### src/rtl/net2axis_replay.sv
// rtl/net2axis_replay.sv - AXI4-Stream packet replayer driven from a preloaded hex table
// Table entries are {tlast, tkeep, tdata}; the last entry always closes a packet.
module net2axis_replay #(
  parameter string C_INPUTFILE   = "",
  parameter int    C_TDATA_WIDTH = 32,
  parameter int    C_NUM_WORDS   = 16,
  parameter int    C_IPG         = 0,
  parameter int    C_LOOPS       = 1
) (
  input  logic                         ACLK,
  input  logic                         ARESETN,
  input  logic                         START,
  output logic                         DONE,
  output logic [31:0]                  PKT_COUNT,
  output logic                         M_AXIS_TVALID,
  output logic [C_TDATA_WIDTH-1:0]     M_AXIS_TDATA,
  output logic [C_TDATA_WIDTH/8-1:0]   M_AXIS_TKEEP,
  output logic                         M_AXIS_TLAST,
  input  logic                         M_AXIS_TREADY
);

  localparam int KW = C_TDATA_WIDTH / 8;
  localparam int EW = 1 + KW + C_TDATA_WIDTH;
  localparam int PW = (C_NUM_WORDS > 1) ? $clog2(C_NUM_WORDS) : 1;
  localparam int GW = (C_IPG > 1) ? $clog2(C_IPG) : 1;

  typedef enum logic [2:0] {
    S_IDLE,
    S_FETCH,
    S_SEND,
    S_GAP,
    S_FINISH
  } state_t;

  logic [EW-1:0] r_mem [C_NUM_WORDS];

  initial begin
    for (int i = 0; i < C_NUM_WORDS; i++) r_mem[i] = '0;
  end

  state_t                r_state;
  logic [PW-1:0]         r_ptr;
  logic [31:0]           r_loop;
  logic [GW-1:0]         r_gap;
  logic                  r_valid;
  logic                  r_tlast;
  logic [C_TDATA_WIDTH-1:0] r_tdata;
  logic [KW-1:0]         r_tkeep;
  logic                  r_done;
  logic [31:0]           r_pkt;

  state_t                w_state_nxt;
  logic [PW-1:0]         w_ptr_nxt;
  logic [31:0]           w_loop_nxt;
  logic [GW-1:0]         w_gap_nxt;
  logic                  w_valid_nxt;
  logic                  w_done_nxt;
  logic                  w_load;
  logic                  w_pkt_inc;
  logic                  w_hs;
  logic                  w_last_idx;
  logic [EW-1:0]         w_entry;

  assign w_hs       = r_valid & M_AXIS_TREADY;
  assign w_last_idx = (r_ptr == PW'(C_NUM_WORDS - 1));
  assign w_entry    = r_mem[w_ptr_nxt];

  always_comb begin
    w_state_nxt = r_state;
    w_ptr_nxt   = r_ptr;
    w_loop_nxt  = r_loop;
    w_gap_nxt   = r_gap;
    w_valid_nxt = r_valid;
    w_done_nxt  = r_done;
    w_load      = 1'b0;
    w_pkt_inc   = 1'b0;
    case (r_state)
      S_IDLE: begin
        if (START) w_state_nxt = S_FETCH;
      end
      S_FETCH: begin
        w_load      = 1'b1;
        w_valid_nxt = 1'b1;
        w_state_nxt = S_SEND;
      end
      S_SEND: begin
        if (w_hs) begin
          w_pkt_inc = r_tlast;
          if (w_last_idx) begin
            w_ptr_nxt  = '0;
            w_loop_nxt = r_loop + 32'd1;
          end else begin
            w_ptr_nxt  = r_ptr + 1'b1;
          end
          // Finishing takes priority over the gap so no idle tail follows the last packet.
          if (w_last_idx && (C_LOOPS != 0) && (w_loop_nxt == 32'(C_LOOPS))) begin
            w_valid_nxt = 1'b0;
            w_done_nxt  = 1'b1;
            w_state_nxt = S_FINISH;
          end else if (r_tlast && (C_IPG > 0)) begin
            w_valid_nxt = 1'b0;
            w_gap_nxt   = '0;
            w_state_nxt = S_GAP;
          end else begin
            w_load = 1'b1;
          end
        end
      end
      S_GAP: begin
        w_gap_nxt = r_gap + 1'b1;
        if (r_gap == GW'(C_IPG - 1)) begin
          w_load      = 1'b1;
          w_valid_nxt = 1'b1;
          w_state_nxt = S_SEND;
        end
      end
      S_FINISH: begin
        w_valid_nxt = 1'b0;
        w_done_nxt  = 1'b1;
      end
      default: begin
        w_state_nxt = S_IDLE;
      end
    endcase
  end

  always_ff @(posedge ACLK) begin
    if (!ARESETN) begin
      r_state <= S_IDLE;
      r_ptr   <= '0;
      r_loop  <= '0;
      r_gap   <= '0;
      r_valid <= 1'b0;
      r_tlast <= 1'b0;
      r_tdata <= '0;
      r_tkeep <= '0;
      r_done  <= 1'b0;
      r_pkt   <= '0;
    end else begin
      r_state <= w_state_nxt;
      r_ptr   <= w_ptr_nxt;
      r_loop  <= w_loop_nxt;
      r_gap   <= w_gap_nxt;
      r_valid <= w_valid_nxt;
      r_done  <= w_done_nxt;
      if (w_load) begin
        r_tdata <= w_entry[C_TDATA_WIDTH-1:0];
        r_tkeep <= w_entry[C_TDATA_WIDTH+KW-1:C_TDATA_WIDTH];
        r_tlast <= w_entry[EW-1] | (w_ptr_nxt == PW'(C_NUM_WORDS - 1));
      end
      if (w_pkt_inc) r_pkt <= r_pkt + 32'd1;
    end
  end

  assign M_AXIS_TVALID = r_valid;
  assign M_AXIS_TDATA  = r_tdata;
  assign M_AXIS_TKEEP  = r_tkeep;
  assign M_AXIS_TLAST  = r_tlast;
  assign DONE          = r_done;
  assign PKT_COUNT     = r_pkt;

endmodule

### config.mk
export PLATFORM = sky130hd
export DESIGN_NAME = net2axis_replay
export DESIGN_NICKNAME = d
export VERILOG_FILES = /design/src/rtl/net2axis_replay.sv
export SDC_FILE = /design/constraint.sdc
export NUM_CORES = 1
export LEC_CHECK = 0
export ABC_CLOCK_PERIOD_IN_PS = 5100
export CORE_MARGIN = 10
export CORE_UTILIZATION = 41
export CTS_BUF_LIST = sky130_fd_sc_hd__clkbuf_16
export DETAILED_ROUTE_END_ITERATION = 12
export PLACE_DENSITY = 0.72
export SLEW_MARGIN = 20
export SYNTH_ARGS = -nofsm -noshare
export SYNTH_HDL_FRONTEND = slang
export SYNTH_SLANG_ARGS = --single-unit
### constraint.sdc
create_clock -name ACLK -period 5.1 [get_ports ACLK]
set_input_delay 1.02 -clock ACLK [delete_from_list [all_inputs] [get_ports ACLK]]
set_output_delay 1.02 -clock ACLK [all_outputs]
set_load 0.05 [all_outputs]
==> results of run 1 <==
## layout make-up
class / instances / share of cell area
sequential: 75 / 0.298
timing repair buffer: 40 / 0.0774
multi-input combinational: 418 / 0.521
clock buffer: 9 / 0.0447
clock inverter: 7 / 0.0194
tap: 136 / 0.0337
inverter: 8 / 0.00595
## cell usage after synthesis, drive strengths merged, types with 2 or more instances
cell type	n
nand3	26
nor2	23
nor3b	2
a21boi	19
and4	5
and3	13
buf	42
nor3	7
a31oi	2
or4	6
and3b	3
and2	49
nor2b	6
o21ai	26
nor4	14
nand3b	4
xnor2	42
nand2	44
a21oi	5
or3	20
or2	4
nand4	20
mux2i	3
inv	8
clkbuf	19
dfxtp	75
xor2	25
ha	3
## routing by layer
layer  share of wire  global-route usage
met5               0                   0
met4           0.014              0.0480
met3           0.044              0.0271
met2            0.48               0.204
met1            0.46               0.151
## worst reg2reg max path, cell delays in order, from the launching register on
cell and delay (ps):
dfxtp_1 380, ha_1 330, nand4_4 210, nor4_4 410, nand2_2 160, or4_1 550
a2111o_1 440, nor4_4 330, o21ai_1 90, and3b_1 190
## metrics by stage
stage | hold WS [ps] | std cells
2_1_floorplan | 471 | 562
3_3_place_gp | 486 | 677
3_5_place_dp | 493 | 677
4_1_cts | 516 | 693
5_1_grt | 559 | 693
6_report | 506 | 693
## kinds of logic (layout without fill, tap and decap cells)
| group | Yosys count | in the layout | share of synthesized area |
|---|---|---|---|
| other cells | 1 | 36 | 0.000848 |
| compound gates | 58 | 58 | 0.0837 |
| xor+xnor | 67 | 67 | 0.133 |
| buf+inv | 69 | 64 | 0.0959 |
| simple gates | 250 | 250 | 0.330 |
| mux | 4 | 4 | 0.00934 |
| fa+ha+maj | 3 | 3 | 0.00849 |
| flops | 75 | 75 | 0.339 |
## final timing paths
| path | startpoint | end | slack [ps] | cells after the start |
|---|---|---|---|---|
| max reg2reg | r_ptr[0] | r_state[1] | 1900 | 9 |
| max | M_AXIS_TREADY | PKT_COUNT[27] | 1900 | 8 |
| min | PKT_COUNT[31] | PKT_COUNT[31] | 510 | 2 |
| min reg2reg | PKT_COUNT[31] | PKT_COUNT[31] | 510 | 2 |
## layout by cell type, fill, tap and decap left out, types with 3 or more instances in the layout
| cell | count |
|---|---|
| dfxtp_1 | 75 |
| and2_1 | 49 |
| nand2_1 | 43 |
| xnor2_1 | 42 |
| clkdlybuf4s50_1 | 37 |
| conb_1 | 36 |
| nand3_1 | 26 |
| xor2_1 | 25 |
| o21ai_0 | 25 |
| nor2_1 | 23 |
| nand4_1 | 19 |
| a21boi_0 | 19 |
| or3_1 | 17 |
| and3_1 | 13 |
| nor4_1 | 12 |
| clkbuf_16 | 9 |
| inv_1 | 8 |
| nor3_1 | 7 |
| or4_1 | 6 |
| nor2b_1 | 6 |
| or2_2 | 4 |
| and4_1 | 4 |
| nand3b_1 | 4 |
| a21oi_1 | 4 |
| mux2i_1 | 3 |
| or3_2 | 3 |
| ha_1 | 3 |
| inv_6 | 3 |
## registers in the layout, summed over array words and instances (netlist names)
| name | cells |
|---|---|
| DONE | 1 |
| M_AXIS_TLAST | 1 |
| M_AXIS_TVALID | 1 |
| PKT_COUNT | 32 |
| r_gap | 1 |
| r_loop | 32 |
| r_ptr | 4 |
| r_state | 3 |
## power groups by stage
| stage | logic [uW] | clock network [uW] | registers [uW] |
|---|---|---|---|
| after floorplan | 98.0 | 0 | 606 |
| after global placement | 85.6 | 0 | 604 |
| after detailed placement | 86.2 | 0 | 604 |
| after CTS | 86.2 | 701 | 591 |
| after global routing | 91.6 | 727 | 591 |
| final | 86.6 | 683 | 591 |
==> results.yml, run 1 <==
run_status:
  run_status: "completed"
global_route:
  track_usage: 0.123
  grt_max_degree: 43
  overflow: 0
  antenna_found_initial: 0
  grt_pass1_wl_um: 15600
  grt_pass1_vias: 3394
sta:
  period_share: 0.628
  hold_viol: 0
  final.setup_skew_ps: 6.91
  fin_ws_ps: 1900
  slew_headroom: 0.497
  fmax_ghz: 0.312
  layout_min_cycle_time_ps: 3200
  setup_viol: 0
  maxSlewViolCount: 0
  worst_pin_slew_ps: 748
  finalSetupTns_ps: 0
  rsz0062_at_grt: "no"
finish:
  multi_input_area_sq_mm: 0.00263
  drive_above_1_share: 0.0646
  regArea_sq_mm: 0.00150
  antenna_cells: 0
  fill_cells: 1022
  nNetsFinal: 559
  design_area_sq_mm: 0.00504
  area_growth_pct: 14.0
  post-route-util: 0.484
setup_path:
  path_cells: "clkdlybuf4s50_1 -> nand2_1 -> or4_1 -> nand3b_1 -> nor2_1 -> nand2_1 -> or3_1 -> a21boi_0"
  slowest_stage: "or4_1"
  critical_path_required_ps: 5360
  path_class: "in2reg"
  cp_num_buf_inv: 1
  cp.arrival_ps: 3460
  cp_max_fo: 7
  max_stage_delay_ps: 640
  crit_family: "simple AND/OR/NAND/NOR gates"
  endpoint_kind: "register"
  path_common_cell: "nand2_1"
  start_kind: "primary input"
detailed_routing:
  drt-initial-drc-count: 136
  route.vias.total: 3499
  drc_errors: 0
  wire_per_inst_um: 13.2
  antenna_left: 0
  wl_um: 9170
  firstDrtPassIters: 4
  via_per_inst: 5.05
run:
  cap_violations: 0
placement:
  place_ws_ps: 1560
  post-dp-hpwl_um: 6830
  placed_cell_area_sq_mm: 0.00473
  portBuffers: 38
  gp_congestion: 0.842
yosys:
  yosysTopAreaCell: "dfxtp_1"
  synthTopCellsByArea: "dfxtp_1 (34%), xnor2_1 (8.3%), buf_4 (7.0%)"
  async_reset_ff_frac: 0
  postSynthAreaPerCell_sq_um: 8.39
  synth_seq_cells: 75
  synth_edf_count: 0
  netlist_area_sq_mm: 0.00442
  ys_types: 51
  syn_inst: 527
  ys_seq_area_frac: 0.339
  ys_warn_count: 0
  synth_top_area_frac: 0.339
  synth-main-ff-cell: "dfxtp_1"
cts:
  ctsResizeCount: 0
  h-tree-depth: 3
  clk_pin_slew_ps: 60
  cts_setup_buffers: 0
  cts.sinks: 75
  clock-root-buffer: "clkbuf_16"
  cts.hold.buffers_added: 0
  clockBufferDepth: 2
  cts_made_buffers: 9
  cts_tree: "done"
  clkLatencyLatePin_ps: 340
floorplanning:
  dieArea_sq_mm: 0.0153
  io-pin-count: 75
  rows: 37
  fp.dieH_um: 124
  dieWidth_um: 124
  core_sq_mm: 0.0104
  start_util: 0.425
power:
  swShare: 0.242
  power_frac_clock: 0.502
  power.density_mw_per_mm2: 270
  power_uw: 1360
  p_leak_uw: 0.00186
  internal_power_uw: 1030
  ir_worst_vdd_v: 0.000151
  switchingPower_uw: 330
  power_frac_comb: 0.064
  p_seq_frac: 0.434
min_path:
  holdCritPathClass: "reg2reg"
No activity file was read; power rests on OpenSTA's default activity.
==> run 2, diff against run 1 <==
- ABC_CLOCK_PERIOD_IN_PS: 5100 -> 2700
- PLACE_DENSITY: 0.72 -> 0.75
- clock period: 5.1 -> 2.7 ns (I/O delays scaled with it)
==> results.yml, run 2 (synthesis gave the netlist of run 1 again) <==
run_status:
  run_status: "completed"
sta:
  fmax_ghz: 0.378
  period_share: 0.980
  fin_ws_ps: 53.3
  final.setup_skew_ps: 8.13
  maxSlewViolCount: 0
  worst_pin_slew_ps: 547
  layout_min_cycle_time_ps: 2650
  setup_viol: 0
  rsz0062_at_grt: "yes"
  slew_headroom: 0.634
  hold_viol: 0
detailed_routing:
  wl_um: 10700
  drt-initial-drc-count: 261
  drc_errors: 0
  route.vias.total: 3869
  via_per_inst: 5.18
  firstDrtPassIters: 5
  wire_per_inst_um: 14.3
  antenna_left: 0
setup_path:
  cp.arrival_ps: 2910
  crit_path_start: "r_loop[0]"
  path_class: "reg2reg"
  critical_path_required_ps: 2970
  r2r_cells: 11
  cp_max_fo: 5
  endpoint_kind: "register"
  r2r_start: "r_loop[0]"
  start_kind: "register"
cts:
  cts_made_buffers: 9
  cts_tree: "done"
  cts.hold.buffers_added: 0
  clk_pin_slew_ps: 60
  h-tree-depth: 3
  clkLatencyLatePin_ps: 340
  clock-root-buffer: "clkbuf_16"
  cts.sinks: 75
  clockBufferDepth: 2
min_path:
  worstHoldStart: "M_AXIS_TLAST"
  worstHoldPathCells: 2
  holdCritPathClass: "reg2reg"
global_route:
  track_usage: 0.137
  grt_max_degree: 49
  overflow: 0
  antenna_found_initial: 0
  grt_pass1_vias: 3728
  grt_pass1_wl_um: 17400
power:
  power_uw: 2500
  power.density_mw_per_mm2: 452
  p_leak_uw: 0.00216
  ir_worst_vdd_v: 0.000328
floorplanning:
  fp.dieH_um: 124
  dieArea_sq_mm: 0.0153
  start_util: 0.425
  rows: 37
  core_sq_mm: 0.0104
  io-pin-count: 75
  dieWidth_um: 124
finish:
  mostFrequentLayoutCells: "dfxtp_1 (65), buf_4 (56), and2_1 (49), nand2_1 (43), xnor2_1 (41)"
  mostFrequentLayoutCell: "dfxtp_1"
  nNetsFinal: 613
  drive_above_1_share: 0.178
  antenna_cells: 0
  area_growth_pct: 24.9
  multi_input_area_sq_mm: 0.00271
  regArea_sq_mm: 0.00151
  post-route-util: 0.530
  fill_cells: 948
run:
  cap_violations: 0
placement:
  place_ws_ps: -154
  post-dp-hpwl_um: 7880
  gp_congestion: 0.925
  portBuffers: 38
run 2: area by class of cell:
type / count / area share
repair buffers: 94 / 0.145
flip-flops and latches: 75 / 0.274
well taps: 136 / 0.0308
inverters: 8 / 0.00543
multi-input cells: 418 / 0.490
clock inverters: 7 / 0.0136
clock buffers: 9 / 0.0408
run 2: timing repair:
| action | 4_1_cts | 5_1_grt |
|---|---|---|
| setup buffers | 2 | 0 |
| pin swaps | 3 | 8 |
| resized for setup | 5 | 16 |
| endpoints found under the setup margin | 4 | 8 |
run 2: where the power goes:
group | switching [uW] | total (uW) | internal, uW
Sequential | 4.52 | 1120 | 1110
Clock | 490 | 1210 | 720
Combinational | 147 | 173 | 25.6
Total | 642 | 2500 | 1860
run 2: stage by stage:
stage	instances	TNS, ps	hold WS [ps]	cell area, sq um
after global routing	747	-287	536	5530
final	747	0	491	5530
after floorplan	562	0	471	4570
after global placement	729	-41.5	479	5120
after CTS	747	0	493	5460
after detailed placement	729	-502	479	5120
run 2: critical path, stage by stage, from the launching register on:
cell and delay (ps):
dfxtp_2 360, ha_1 190, nand4_1 190, nor4_4 290
buf_4 180, xnor2_2 110, nand4_1 100, or4_4 530
nor4_4 240, buf_4 170, a21oi_2 60, nor3b_2 150
run 2: routing by layer:
metal	track usage	vias to the layer above	wire (um)
met5	0	-	0
met4	0.0546	0	189
met3	0.0244	16	551
met2	0.238	104	5400
met1	0.163	1844	4510
li1	-	1905	-
run 2: path summary, 6_finish.rpt:
| check | end | slack [ps] |
|---|---|---|
| hold reg to reg | M_AXIS_TLAST | 490 |
| hold / removal | M_AXIS_TLAST | 490 |
| setup / recovery | r_state[2] | 50 |
| setup reg to reg | r_state[2] | 50 |
==> run 3, diff against run 2 <==
- CTS_BUF_LIST: sky130_fd_sc_hd__clkbuf_16 -> not set
==> results.yml, run 3 (synthesis gave the netlist of run 1 again) <==
setup_path:
  slowest_stage: "or4_4"
  r2r_slack_ps: 60
  path_class: "reg2reg"
  critical_path_required_ps: 2990
  max_stage_delay_ps: 590
  cp_max_fo: 7
  cp_num_buf_inv: 1
  path_common_cell: "nor4_4"
  r2r_cells: 9
  cp.arrival_ps: 2930
  crit_path_start: "r_loop[9]"
  r2r_start: "r_loop[9]"
  endpoint_kind: "register"
  start_kind: "register"
  path_cells: "nand4_1 -> or4_4 -> nor4_4 -> mux2i_1 -> nand4b_1 -> nor4_4 -> buf_4 -> a21oi_2 -> nor3b_2"
  crit_family: "simple AND/OR/NAND/NOR gates"
  cp.depth: 9
floorplanning:
  dieWidth_um: 124
  core_sq_mm: 0.0104
  start_util: 0.425
  dieArea_sq_mm: 0.0153
  rows: 37
  fp.dieH_um: 124
  io-pin-count: 75
power:
  power.density_mw_per_mm2: 403
  power_frac_comb: 0.078
  swShare: 0.277
  internal_power_uw: 1590
  ir_worst_vdd_v: 0.000234
  switchingPower_uw: 610
  p_seq_frac: 0.505
  power_uw: 2200
  power_frac_clock: 0.417
  p_leak_uw: 0.00214
finish:
  mostFrequentLayoutCell: "dfxtp_1"
  multi_input_area_sq_mm: 0.00272
  post-route-util: 0.525
  antenna_cells: 0
  mostFrequentLayoutCells: "dfxtp_1 (65), buf_4 (58), and2_1 (49), nand2_1 (43), xnor2_1 (41)"
  nNetsFinal: 616
  drive_above_1_share: 0.187
  area_growth_pct: 23.7
  fill_cells: 962
  design_area_sq_mm: 0.00547
  regArea_sq_mm: 0.00152
placement:
  gp_congestion: 0.925
  portBuffers: 38
  post-dp-hpwl_um: 7880
  placed_cell_area_sq_mm: 0.00512
run_status:
  run_status: "completed"
sta:
  layout_min_cycle_time_ps: 2640
  maxSlewViolCount: 0
  final.setup_skew_ps: 14.0
  period_share: 0.978
  rsz0062_at_grt: "yes"
  slew_headroom: 0.635
  setup_viol: 0
  finalSetupTns_ps: 0
  hold_ws_ps: 494
  worst_pin_slew_ps: 546
  fmax_ghz: 0.379
  hold_viol: 0
min_path:
  holdCritPathClass: "reg2reg"
  worstHoldStart: "M_AXIS_TLAST"
  worstHoldPathCells: 2
detailed_routing:
  wl_um: 10400
  drc_errors: 0
  wire_per_inst_um: 13.9
  route.vias.total: 3832
  firstDrtPassIters: 5
  via_per_inst: 5.11
  antenna_left: 0
  drt-initial-drc-count: 224
cts:
  cts_made_buffers: 9
  cts.sinks: 75
  h-tree-depth: 3
  cts.hold.buffers_added: 0
  clk_pin_slew_ps: 90
  cts_tree: "done"
  clock-root-buffer: "clkbuf_8"
  clockBufferDepth: 2
  clkLatencyLatePin_ps: 360
global_route:
  overflow: 0
  grt_pass1_vias: 3717
  track_usage: 0.134
  grt_max_degree: 49
  grt_pass1_wl_um: 17200
  antenna_found_initial: 0
run:
  cap_violations: 0
run 3: tightest hold or removal path, delay by kind of cell (launching register included):
kind,cells,cell delay [ps]
AND/OR/NAND/NOR,1,60
flip-flops,1,340
multiplexers,1,50
run 3: final timing paths:
path	to
worst min register to register	M_AXIS_TLAST
worst max-delay path	r_state[2]
worst max register to register	r_state[2]
worst min-delay path	M_AXIS_TLAST
run 3: what timing repair did:
action	CTS	global route
pin swaps	2	8
setup buffers	2	3
gates resized for setup	5	20
setup endpoints to repair	4	7
run 3: per-stage QoR:
step,cells,setup WS [ps]
after floorplan,562,24.6
after global placement,729,-28.0
after detailed placement,729,-154
after CTS,747,10.5
after global routing,750,-81.4
final,750,59.5
run 3: final cells by class:
| cell class | instances | area share |
|---|---|---|
| clock buffer | 10 | 0.0252 |
| clock inverter | 6 | 0.0130 |
| inverter | 8 | 0.00549 |
| multi-input combinational | 418 | 0.497 |
| sequential | 75 | 0.277 |
| tap | 136 | 0.0311 |
| timing repair buffer | 97 | 0.151 |
run 3: power groups by stage:
stage	logic, uW	clock network (uW)	registers [uW]
2_1_floorplan	185	0	1140
3_3_place_gp	168	0	1140
3_5_place_dp	170	0	1140
4_1_cts	170	933	1110
5_1_grt	182	987	1110
6_report	172	919	1110
run 3: layer usage:
layer,global-route usage,vias up,wire length (um),share of wire
li1,-,1913,-,-
met1,0.161,1807,4520,0.43
met2,0.231,97,5160,0.49
met3,0.0267,15,580,0.056
met4,0.0524,0,169,0.016
met5,0,-,0,0
